===== src/rtl/io_bridge.sv =====
// Core-side bus bridge for the hmc-6502: steers memory traffic to the external port and
// serves a 4-byte I/O page holding a transmit FIFO, a status register and a down-counting timer.
module io_bridge #(
    parameter logic [15:0] IO_BASE    = 16'hFF00,
    parameter int          FIFO_DEPTH = 4,
    parameter int          PTR_W      = 2
) (
    input  logic        ph0,
    input  logic        reset,
    input  logic [15:0] address,
    input  logic [7:0]  data_out,
    input  logic        read_en,
    output logic [7:0]  data_in,
    output logic [15:0] mem_addr,
    output logic [7:0]  mem_wdata,
    output logic        mem_we,
    input  logic [7:0]  mem_rdata,
    output logic [7:0]  tx_data,
    output logic        tx_valid,
    input  logic        tx_ready,
    output logic        timer_irq
);

    localparam logic [PTR_W-1:0] PTR_ONE   = PTR_W'(1);
    localparam logic [PTR_W:0]   CNT_ONE   = (PTR_W + 1)'(1);
    localparam logic [PTR_W:0]   CNT_DEPTH = (PTR_W + 1)'(FIFO_DEPTH);

    logic [7:0]       mem_q [FIFO_DEPTH];
    logic [PTR_W-1:0] rd_ptr_q, rd_ptr_d, wr_ptr_q, wr_ptr_d;
    logic [PTR_W:0]   count_q, count_d;
    logic             overflow_q, overflow_d;
    logic             expired_q, expired_d;
    logic             enable_q, enable_d;
    logic [7:0]       timer_q, timer_d;

    logic       io_sel_s, wr_s, full_s, empty_s;
    logic       push_s, pop_s, do_push_s, status_wr_s, timer_wr_s, tctrl_wr_s, dec_s;
    logic [1:0] offset_s;
    logic [7:0] io_rdata_s;

    assign io_sel_s    = (address[15:2] == IO_BASE[15:2]);
    assign offset_s    = address[1:0];
    assign wr_s        = ~read_en & io_sel_s;
    assign full_s      = (count_q == CNT_DEPTH);
    assign empty_s     = (count_q == '0);
    assign push_s      = wr_s & (offset_s == 2'd0);
    assign pop_s       = tx_valid & tx_ready;
    // A push into a full FIFO still lands when the head leaves in the same cycle.
    assign do_push_s   = push_s & (~full_s | pop_s);
    assign status_wr_s = wr_s & (offset_s == 2'd1);
    assign timer_wr_s  = wr_s & (offset_s == 2'd2);
    assign tctrl_wr_s  = wr_s & (offset_s == 2'd3);
    assign dec_s       = enable_q & (timer_q != 8'd0) & ~timer_wr_s;

    assign mem_addr  = address;
    assign mem_wdata = data_out;
    assign mem_we    = ~read_en & ~io_sel_s & ~reset;
    assign tx_valid  = ~empty_s;
    assign tx_data   = mem_q[rd_ptr_q];
    assign timer_irq = expired_q;

    // I/O page read mux and core read-data steering
    always_comb begin
        io_rdata_s = 8'h00;
        case (offset_s)
            2'd0:    io_rdata_s = 8'h00;
            2'd1:    io_rdata_s = {4'b0000, overflow_q, expired_q, empty_s, full_s};
            2'd2:    io_rdata_s = timer_q;
            2'd3:    io_rdata_s = {7'b0000000, enable_q};
            default: io_rdata_s = 8'h00;
        endcase
        if (io_sel_s) begin
            data_in = io_rdata_s;
        end else begin
            data_in = mem_rdata;
        end
    end

    // Next-state logic for FIFO bookkeeping, status flags and timer
    always_comb begin
        wr_ptr_d   = wr_ptr_q;
        rd_ptr_d   = rd_ptr_q;
        count_d    = count_q;
        overflow_d = overflow_q;
        expired_d  = expired_q;
        enable_d   = enable_q;
        timer_d    = timer_q;

        if (do_push_s) begin
            wr_ptr_d = wr_ptr_q + PTR_ONE;
        end else begin
            wr_ptr_d = wr_ptr_q;
        end
        if (pop_s) begin
            rd_ptr_d = rd_ptr_q + PTR_ONE;
        end else begin
            rd_ptr_d = rd_ptr_q;
        end
        case ({do_push_s, pop_s})
            2'b10:   count_d = count_q + CNT_ONE;
            2'b01:   count_d = count_q - CNT_ONE;
            default: count_d = count_q;
        endcase

        if (push_s & full_s & ~pop_s) begin
            overflow_d = 1'b1;
        end else if (status_wr_s & data_out[3]) begin
            overflow_d = 1'b0;
        end else begin
            overflow_d = overflow_q;
        end

        if (timer_wr_s) begin
            timer_d = data_out;
        end else if (dec_s) begin
            timer_d = timer_q - 8'd1;
        end else begin
            timer_d = timer_q;
        end

        // Expiry by decrement beats a simultaneous software clear.
        if (dec_s & (timer_q == 8'd1)) begin
            expired_d = 1'b1;
        end else if (status_wr_s & data_out[2]) begin
            expired_d = 1'b0;
        end else begin
            expired_d = expired_q;
        end

        if (tctrl_wr_s) begin
            enable_d = data_out[0];
        end else begin
            enable_d = enable_q;
        end
    end

    // Control state registers with synchronous reset
    always_ff @(posedge ph0) begin
        if (reset) begin
            wr_ptr_q   <= '0;
            rd_ptr_q   <= '0;
            count_q    <= '0;
            overflow_q <= 1'b0;
            expired_q  <= 1'b0;
            enable_q   <= 1'b0;
            timer_q    <= 8'h00;
        end else begin
            wr_ptr_q   <= wr_ptr_d;
            rd_ptr_q   <= rd_ptr_d;
            count_q    <= count_d;
            overflow_q <= overflow_d;
            expired_q  <= expired_d;
            enable_q   <= enable_d;
            timer_q    <= timer_d;
        end
    end

    // FIFO storage is deliberately left out of reset
    always_ff @(posedge ph0) begin
        if (do_push_s & ~reset) begin
            mem_q[wr_ptr_q] <= data_out;
        end
    end

endmodule


===== config.mk =====
export PLATFORM = sky130hd
export DESIGN_NAME = io_bridge
export DESIGN_NICKNAME = d
export VERILOG_FILES = /design/src/rtl/io_bridge.sv
export SDC_FILE = /design/constraint.sdc
export NUM_CORES = 1
export LEC_CHECK = 0
export BUFFER_PORTS_ARGS = -buffer_cell sky130_fd_sc_hd__buf_2
export CORE_AREA = 10 10 89 91
export DETAILED_ROUTE_END_ITERATION = 7
export DIE_AREA = 0 0 99 101
export PLACE_DENSITY = 0.67
export SYNTH_ARGS = -nofsm -noshare
export SYNTH_HDL_FRONTEND = slang
export SYNTH_SLANG_ARGS = --single-unit

===== constraint.sdc =====
create_clock -name ph0 -period 2.4 [get_ports ph0]
set_input_delay 0.12 -clock ph0 [delete_from_list [all_inputs] [get_ports ph0]]
set_output_delay 0.12 -clock ph0 [all_outputs]
set_load 0.02 [all_outputs]

==> results of run 1 <==
[metrics by stage]
stage               util [%]  instances  total power, W
floorplan                  -        234        0.001411
detailed placement     47.65        358        0.001543
CTS                    49.45        366        0.002134
global route           49.45        366        0.002222
finish                 49.45        366        0.002124
global placement       47.65        358        0.001533
[cells in the mapped netlist (2+ instances only)]
| cell | n | area share, % |
|---|---|---|
| edfxtp_1 | 32 | 36 |
| nor2_1 | 29 | 4.1 |
| buf_4 | 24 | 6.7 |
| dfxtp_1 | 20 | 15 |
| inv_1 | 12 | 1.7 |
| a211oi_1 | 8 | 2.2 |
| mux4_2 | 8 | 6.7 |
| nand2_1 | 8 | 1.1 |
| a21oi_1 | 7 | 1.3 |
| ha_1 | 7 | 3.3 |
| and2_1 | 6 | 1.4 |
| nand3_1 | 6 | 1.1 |
| clkbuf_1 | 5 | 0.70 |
| nand4b_1 | 5 | 1.6 |
| nor3_1 | 5 | 0.94 |
| o21ai_0 | 5 | 0.94 |
| a22oi_1 | 4 | 1.1 |
| mux2i_1 | 4 | 1.5 |
| nand4_1 | 4 | 0.94 |
| nor2b_1 | 4 | 0.94 |
| xnor2_1 | 4 | 1.3 |
| xor2_1 | 4 | 1.3 |
| buf_2 | 3 | 0.56 |
| mux2_2 | 3 | 1.3 |
| a2bb2oi_1 | 2 | 0.66 |
| nor3b_1 | 2 | 0.56 |
[worst register-to-register path: cells and delay by family, from the launching register on]
family | cells | cell delay, ns
and+or+nand+nor | 3 | 1.16
muxes | 1 | 0.35
DFF | 1 | 0.35
[area by class of cell]
type	instances	area, um2	share of cell area, %
Sequential cell	52	1361	44.37
Multi-Input combinational cell	137	1049	34.18
Timing Repair Buffer	80	405.4	13.21
Clock buffer	5	68.82	2.243
Clock inverter	3	42.54	1.387
Tap cell	77	96.34	3.140
Inverter	12	45.04	1.468
[layout by cell type (no fill, tap or decap), types with 2 or more instances in the layout]
master and count:
a211oi_1 8, a21oi_1 7, a22oi_1 4, a2bb2oi_1 2, and2_1 6, buf_2 78, buf_4 2, clkbuf_8 5
dfxtp_1 20, edfxtp_1 32, ha_1 7, inv_1 12, mux2_2 3, mux2i_1 4, mux4_2 8, nand2_1 8
nand3_1 6, nand4_1 4, nand4b_1 5, nor2_1 29, nor2b_1 4, nor3_1 5, nor3b_1 2, o21ai_0 5
xnor2_1 4, xor2_1 4
[power by group through the flow]
stage / Clock, W / Sequential [W] / Combinational [W]
after global placement: 0 / 0.00106 / 0.000476
after floorplan: 0 / 0.00102 / 0.000393
final: 0.000612 / 0.00104 / 0.000476
after detailed placement: 0 / 0.00106 / 0.000483
after CTS: 0.000611 / 0.00104 / 0.000484
after global routing: 0.000650 / 0.00105 / 0.000524
[cell families (layout without fill, tap and decap cells)]
| kind of cell | after synthesis | count (layout) | synth area share [%] |
|---|---|---|---|
| and+or+nand+nor | 79 | 79 | 16.53 |
| muxes | 15 | 15 | 9.504 |
| DFF | 52 | 52 | 50.94 |
| adders and majority gates | 8 | 8 | 4.026 |
| AOI/OAI and AO/OA | 27 | 27 | 6.554 |
| buffers and inverters | 45 | 100 | 9.831 |
| xor gates and xnor gates | 8 | 8 | 2.621 |
[sequential cells by signal, summed over array words and instances (netlist names), named ones only]
register / count
timer_q: 8
enable_q: 1
count_q: 3
overflow_q: 1
rd_ptr_q: 2
wr_ptr_q: 2
timer_irq: 1
mem_q: 32
[routing by layer]
layer / vias to the layer above / share of wire [%] / GRT usage [%]
li1: 931 / - / -
met1: 831 / 48 / 14.84
met2: 53 / 45 / 17.23
met3: 5 / 6.0 / 3.292
met4: 0 / 1.0 / 3.969
met5: - / 0 / 0
[worst paths after layout]
check                                        startpoint                       to  cells past startpoint
worst max register to register  count_q[0]$_SDFFE_PP0P_  count_q[0]$_SDFFE_PP0P_                      4
worst min register to register  overflow_q$_SDFFE_PP0P_  overflow_q$_SDFFE_PP0P_                      2
worst min-delay path                        data_out[7]    mem_q[0][7]$_DFFE_PP_                      1
worst max-delay path                         address[5]    mem_q[0][2]$_DFFE_PP_                      6
==> impl_metrics.tcl, run 1 <==
set metrics [dict create \
    antenna_found_initial 0 \
    grt.total_usage_pct 11.29 \
    routed_wl_um 5769 \
    worst-path-buf-inv 1 \
    path_class "input pin to register" \
    setup_tns_ns 0 \
    syn_inst 234 \
    die_height_um 101 \
    fin_ws_ns 0.3787 \
    comb_power_share_pct 22.4 \
    seq_power_share_pct 48.8 \
    rrSetupSlack_ns 0.44 \
    path_cells "buf_2 -> or4_4 -> nor4_4 -> nand2_1 -> nor3b_1 -> and2_1" \
    synth_edf_count 32 \
    period_needed_ns 2.021 \
    yosysSeqAreaShare_pct 50.94 \
    worst_setup_path_end_kind "register" \
    drcViolationCount 0 \
    ios 79 \
    max_freq_ghz 0.4947 \
    hold_violations 0 \
    n_antenna_cell 0 \
    ctsResizeCount 0 \
    yosys_warnings 0 \
    htree_levels 2 \
    cts_setup_buffers 0 \
    place_ws_ns -0.009151 \
    finClkSkew_ns 0.009174 \
    grt_pass1_vias 1910 \
    clock_latency_ns 0.31 \
    vias_per_cell 4.973 \
    cts_tree "built" \
    p_leak_nw 1.211 \
    status "complete, no violations" \
    synthToLayoutAreaGrowth_pct 14.79 \
    p_switching_w 0.0006176 \
    place_congestion 0.7699 \
    netlist_area_um2 2673 \
    yosys_register_bits 52 \
    start_kind "input pin" \
    stdcell_area_um2 3068 \
    drtPass1Iterations 4 \
    wl_per_cell_um 15.76 \
    fillers 560 \
    drtAntennaViolNets 0 \
    async_reset_ff_share_pct 0 \
    crit_family "simple AND/OR/NAND/NOR gates" \
    clkTransAtPathRegs_ns 0.10 \
    dr_total_vias 1820 \
    arrival_ns 1.99 \
    ir_drop_uv 411.0 \
    internal-power_w 0.001506 \
    swShare_pct 29.08 \
    cts.sinks 52 \
    cp_max_fo 8 \
    crit_required_ns 2.37 \
    grt_setup_unrepaired "no" \
    design.core.area_um2 6205 \
    dieArea_um2 9999 \
    synth_flop_cell "edfxtp_1" \
    drt_iter0_drc 76 \
    drv_cap 0 \
    period_share_pct 84.22 \
    tightest_slew_ns 0.5460 \
    max_slew_margin_pct 63.49 \
    hpwl_um 4493 \
    maxSlewViolCount 0 \
    port_buffers 78 \
    clock_path_buffers 2 \
    cp_slowest_cell "or4_4" \
    cts_buffers 5 \
    die_x_um 99 \
    hold_path.class "input pin to register" \
    cts_hold_buffers 0 \
    syn_nets 278 \
    setup_viol 0 \
    powerDensity_nw_per_um2 692.2 \
    grt_pass1_wl_um 9370 \
    placed_area_um2 2957 \
    num_rows 29 \
    critPathMaxStageDelay_ns 0.54 \
    grt_max_degree 25 \
    synth.distinct_cells 39 \
    grt_overflow 0 \
    start_util_pct 43.07 \
    whs_ns 0.06132 \
    layout.nets 332 \
    clkPwrFrac_pct 28.8 \
    cts_root_buf "clkbuf_8" \
    avgSynthCellArea_um2 11.42 \
    final_layout_size_suffix_gt1_share_pct 35.29 \
]
Power figures use the tool's default switching activity.
==> inputs of run 2 (changes only) <==
==> config.mk (replaced) <==
export PLATFORM = sky130hd
export DESIGN_NAME = io_bridge
export DESIGN_NICKNAME = d
export VERILOG_FILES = /design/src/rtl/io_bridge.sv
export SDC_FILE = /design/constraint.sdc
export NUM_CORES = 1
export LEC_CHECK = 0
export ABC_AREA = 1
export BUFFER_PORTS_ARGS = -buffer_cell sky130_fd_sc_hd__buf_2
export CORE_AREA = 10 10 91 93
export DETAILED_ROUTE_END_ITERATION = 7
export DIE_AREA = 0 0 101 103
export PLACE_DENSITY = 0.69
export SYNTH_ARGS = -nofsm -noshare
export SYNTH_HDL_FRONTEND = slang
export SYNTH_SLANG_ARGS = --single-unit
==> constraint.sdc (replaced) <==
create_clock -name ph0 -period 1.8 [get_ports ph0]
set_input_delay 0.09 -clock ph0 [delete_from_list [all_inputs] [get_ports ph0]]
set_output_delay 0.09 -clock ph0 [all_outputs]
set_load 0.02 [all_outputs]
==> run 2 against run 1 <==
Net effect:
- register-to-register slack got worse by 0.28 ns
- global-route usage increased by 2.1 points
- sequential cell count unchanged
- die area increased by 4.0%
- wire length increased by 18%
- via count increased by 31%
- sequential share of layout area decreased by 2.8 points
- worst setup slack got worse by 0.22 ns
- cell count increased by 32%
- worst hold slack got worse by 0.033 ns
- largest cell class unchanged
- largest power group unchanged
- highest routed layer unchanged
==> impl_metrics.tcl, run 2 <==
set metrics [dict create \
    worst_setup_path_end_kind "register" \
    yosys_register_bits 52 \
    synth_most_common_cell "nand2_1" \
    most-common-layout-cells "buf_2 (78), nand2_1 (58), nor2_1 (40)" \
    synth_top_area_share_pct 34.10 \
    yosysTopAreaCell "edfxtp_1" \
    hold_violations 0 \
    grt_overflow 0 \
    worst-path-buf-inv 3 \
    yosys_warnings 0 \
    hold_path.class "input pin to register" \
    arrival_ns 1.86 \
    layout_commonest_cell "buf_2" \
    cp_max_fo 3 \
    start_util_pct 42.90 \
    wl_per_cell_um 14.11 \
    syn_nets 379 \
    whs_ns 0.02845 \
    port_buffers 78 \
    async_reset_ff_share_pct 0 \
    cts_buffers 5 \
    drtAntennaViolNets 0 \
    dr_total_vias 2385 \
    drv_cap 0 \
    cts_root_buf "clkbuf_8" \
    num_rows 30 \
    grt_max_degree 19 \
    drt_iter0_drc 109 \
    p_leak_nw 1.506 \
    max_freq_ghz 0.6095 \
    synth.distinct_cells 33 \
    dieArea_um2 10400 \
    synthToLayoutAreaGrowth_pct 16.21 \
    htree_levels 2 \
    status "complete, no violations" \
    p_total_w 0.002918 \
    drcViolationCount 0 \
    largest_register "mem_q" \
    routed_wl_um 6799 \
    synth_flop_cell "edfxtp_1" \
    hpwl_um 5370 \
    period_needed_ns 1.641 \
    yosysSeqAreaShare_pct 48.31 \
    cts.sinks 52 \
    top_regs "mem_q (32), timer_q (8), count_q (3)" \
    critPathMaxStageDelay_ns 0.35 \
    path_cells "inv_1 -> nand2_1 -> nand2_1 -> inv_1 -> nand2_1 -> fa_2 -> inv_1 -> nand4_1 -> a21oi_2 -> nor2_1" \
    tightest_slew_ns 0.4276 \
    ys_top_cells_by_area "edfxtp_1 (34%), dfxtp_1 (14%), nand2_1 (7.7%)" \
    fin_util_pct 49.85 \
    avgSynthCellArea_um2 8.411 \
    design.core.area_um2 6569 \
    maxSlewViolCount 0 \
    n_antenna_cell 0 \
    clock_latency_ns 0.31 \
    syn_inst 335 \
    drtPass1Iterations 5 \
    setup_tns_ns 0 \
    path_class "register to register" \
    antenna_found_initial 0 \
    clkTransAtPathRegs_ns 0.10 \
    vias_per_cell 4.948 \
    ir_drop_uv 659.1 \
    powerDensity_nw_per_um2 891.1 \
    largest_register_ffs 32 \
    layout.nets 445 \
    stdcell_area_um2 3274 \
    synth_edf_count 32 \
    crit_required_ns 2.02 \
    finClkSkew_ns 0.007622 \
    ios 79 \
    ys_top_cells_by_count "nand2_1 (58), nor2_1 (40), inv_1 (39)" \
    final_layout_size_suffix_gt1_share_pct 28.36 \
    crit_family "simple AND/OR/NAND/NOR gates" \
    clock_path_buffers 2 \
    die_x_um 101 \
    period_share_pct 91.15 \
    max_slew_margin_pct 71.46 \
    grt.total_usage_pct 13.37 \
    die_height_um 103 \
    cts_tree "built" \
    netlist_area_um2 2818 \
    placed_area_um2 3173 \
    grt_pass1_wl_um 11120 \
    cp_slowest_cell "fa_2" \
    place_congestion 0.7887 \
    grt_pass1_vias 2418 \
    setup_viol 0 \
    cts_setup_buffers 0 \
    start_kind "register" \
    grt_setup_unrepaired "no" \
]
[run 2: cell type report]
class	instances	area, um2
fillers	651	3294
inverters	48	180.2
clock buffers	5	68.82
flip-flops and latches	52	1361
well taps	80	100.1
multi-input cells	207	1080
clock inverters	3	26.28
repair buffers	87	457.9
[run 2: stage by stage]
stage                     setup WS [ns]  instances
after detailed placement         0.1535        474
after global placement           0.1962        474
after CTS                        0.1419        482
final                            0.1593        482
after global routing            0.02565        482
after floorplan                 0.04357        335
[run 2: final timing paths]
check                                 from                        to  slack [ns]  depth (start not counted)
setup reg to reg   count_q[2]$_SDFFE_PP0P_   count_q[2]$_SDFFE_PP0P_        0.16                         10
hold reg to reg   rd_ptr_q[0]$_SDFFE_PP0P_  rd_ptr_q[0]$_SDFFE_PP0P_        0.48                          1
setup / recovery   count_q[2]$_SDFFE_PP0P_   count_q[2]$_SDFFE_PP0P_        0.16                         10
hold / removal                 data_out[6]     mem_q[0][6]$_DFFE_PP_        0.03                          1
[run 2: routing by layer]
layer,GRT usage [%],wire [um],vias up
met4,4.502,95,0
met1,15.72,3008,1087
li1,-,-,1222
met3,5.027,477,7
met2,21.97,3216,69
met5,0,0,-
[run 2: kinds of logic (layout without fill, tap and decap cells)]
group	Yosys count	count (layout)	synth area share (%)
XOR/XNOR	2	2	0.6218
adder cells (fa/ha/maj)	8	8	3.819
AND/OR/NAND/NOR	136	136	20.83
AO/OA/AOI/OAI	61	61	12.83
buffers and inverters	76	143	13.59
flip-flops	52	52	48.31
[run 2: what timing repair did]
action,in CTS,in global routing
hold buffers,0,0
endpoints found under the setup margin,0,1
resized for setup,0,2
[run 2: power by group]
part | internal (W) | switching (W) | leakage (nW)
logic | 0.000301 | 0.000586 | 1.01
clock network | 0.000284 | 0.000402 | 0.0487
registers | 0.00131 | 0.0000335 | 0.449
==> inputs of run 3 (changes only) <==
==> constraint.sdc (replaced) <==
create_clock -name ph0 -period 1.4 [get_ports ph0]
set_input_delay 0.07 -clock ph0 [delete_from_list [all_inputs] [get_ports ph0]]
set_output_delay 0.07 -clock ph0 [all_outputs]
set_load 0.02 [all_outputs]
==> run 3 against run 2 <==
Net effect:
- the run now ends with negative setup slack left
- die area unchanged
- sequential power up 34%
- design area up 26%
- via count up 10%
- sequential cell count unchanged
- worst setup slack worse by 0.29 ns
- combinational power up 99%
- critical path type is now register to output pin
- largest cell class unchanged
- largest power group unchanged
==> impl_metrics.tcl, run 3 (synthesis gave the netlist of run 2 again) <==
set metrics [dict create \
    status "finished, violations left" \
    violations "negative setup slack" \
    vias_per_cell 4.931 \
    grt_pass1_wl_um 11950 \
    worst_setup_path_end_kind "output pin" \
    worst-path-stages 7 \
    whs_ns 0.01501 \
    worstReg2RegStart "count_q[1]$_SDFFE_PP0P_" \
    cp-startpoint "count_q[1]$_SDFFE_PP0P_" \
    max_slew_margin_pct 77.10 \
    dr_total_vias 2628 \
    start_kind "register" \
    worst-path-buf-inv 2 \
    cts_tree "built" \
    fin_util_pct 62.76 \
    drtPass1Iterations 5 \
    drv_cap 0 \
    grt_use_met3_pct 5.027 \
    critPathCapture "data_in[0]" \
    dieArea_um2 10400 \
    reg2regPathDepth 10 \
    layout.nets 496 \
    powerDensity_nw_per_um2 1112 \
    multiInputGateArea_um2 1356 \
    num_rows 30 \
    clock_latency_ns 0.31 \
    p_leak_nw 1.861 \
    hold_path.class "input pin to register" \
    ir_drop_uv 1113 \
    most-common-layout-cells "buf_2 (68), nand2_1 (49), buf_4 (48)" \
    largest_register_ffs 32 \
    grt.total_usage_pct 14.07 \
    crit_family "flip-flops" \
    design.core.area_um2 6569 \
    maxSlewViolCount 0 \
    cp_slowest_cell "dfxtp_2" \
    path_class "register to output pin" \
    period_needed_ns 1.530 \
    period_share_pct 109.3 \
    n_antenna_cell 0 \
    setup_viol 52 \
    fin_cells 533 \
    final_layout_size_suffix_gt1_share_pct 50.99 \
    largest_register "mem_q" \
    cts_buffers 5 \
    hpwl_um 5530 \
    grt_setup_unrepaired "yes" \
    dp.cells 509 \
    top_regs "mem_q (32), timer_q (8), count_q (3)" \
    port_buffers 78 \
    top_usage_layer "met2" \
    drt_iter0_drc 107 \
    antenna_found_initial 0 \
    layout_commonest_cell "buf_2" \
    routed_wl_um 7777 \
    p_total_w 0.004586 \
    grt_pass1_vias 2689 \
    clkTransAtPathRegs_ns 0.10 \
    max_freq_ghz 0.6536 \
    tightest_slew_ns 0.3421 \
    grt_max_degree 19 \
    cts_root_buf "clkbuf_8" \
    synthToLayoutAreaGrowth_pct 46.31 \
    grt_use_met2_pct 24.62 \
    place_congestion 0.8246 \
    ios 79 \
    finClkSkew_ns 0.01390 \
    drcViolationCount 0 \
    arrival_ns 1.46 \
    cts.sinks 52 \
    fillers 524 \
    hold_violations 0 \
    clock_path_buffers 2 \
    crit_required_ns 1.33 \
    wl_per_cell_um 14.59 \
    rrSetupSlack_ns -0.12 \
    drtAntennaViolNets 0 \
    cp_max_fo 3 \
    die_x_um 101 \
    use_met1_pct 15.89 \
    fin_ws_ns -0.1299 \
    path_cells "nor2_4 -> nand2_2 -> buf_6 -> o22ai_4 -> a21oi_2 -> o21ai_1 -> buf_4" \
    rr_endpoint "mem_q[0][0]$_DFFE_PP_" \
    start_util_pct 42.90 \
    htree_levels 2 \
    die_height_um 103 \
    grt_overflow 0 \
    critPathMaxStageDelay_ns 0.35 \
    regArea_um2 1379 \
]
run 3: worst min path at each step:
stage                            from                      end  slack, ns  cells after the start
after floorplan                 reset  overflow_q$_SDFFE_PP0P_       0.14                      1
after global placement    data_out[6]    mem_q[3][6]$_DFFE_PP_       0.34                      1
after detailed placement  data_out[5]    mem_q[0][5]$_DFFE_PP_       0.34                      1
after CTS                 data_out[5]    mem_q[0][5]$_DFFE_PP_       0.02                      1
after global routing      data_out[6]    mem_q[1][6]$_DFFE_PP_       0.03                      1
final                     data_out[6]    mem_q[0][6]$_DFFE_PP_       0.02                      1
run 3: area by class of cell:
type	instances	area share, %
sequential	52	33.44
multi-input combinational	207	32.90
timing repair buffer	137	23.64
inverter	48	4.704
tap	80	2.428
clock buffer	5	1.669
clock inverter	3	1.032
timing repair inverter	1	0.1821
run 3: metrics by stage:
step	setup slack, ns	setup TNS (ns)	cell area [um2]
global route	-0.2043	-8.846	4123
detailed placement	-0.2269	-7.315	3492
global placement	-0.2107	-6.697	3492
floorplan	-0.1017	-2.552	2861
CTS	-0.1405	-1.201	3762
finish	-0.1299	-4.954	4123
run 3: layer usage:
layer / vias up / share of wire, %
met3: 13 / 8.1
met2: 102 / 50
met1: 1188 / 41
met5: - / 0
met4: 0 / 1.4
li1: 1325 / -
run 3: report_power, final:
part | switching [W] | internal, W | leakage [nW]
logic | 0.000941 | 0.000832 | 1.35
clock network | 0.000496 | 0.000529 | 0.0541
registers | 0.0000888 | 0.00170 | 0.455
total | 0.00153 | 0.00306 | 1.86
run 3: what timing repair did:
item | in CTS | in global routing
resized for setup | 45 | 73
hold buffers | 0 | 0
cloned | 2 | 0
pin swaps | 11 | 17
setup buffers | 5 | 9
endpoints found under the setup margin | 50 | 57
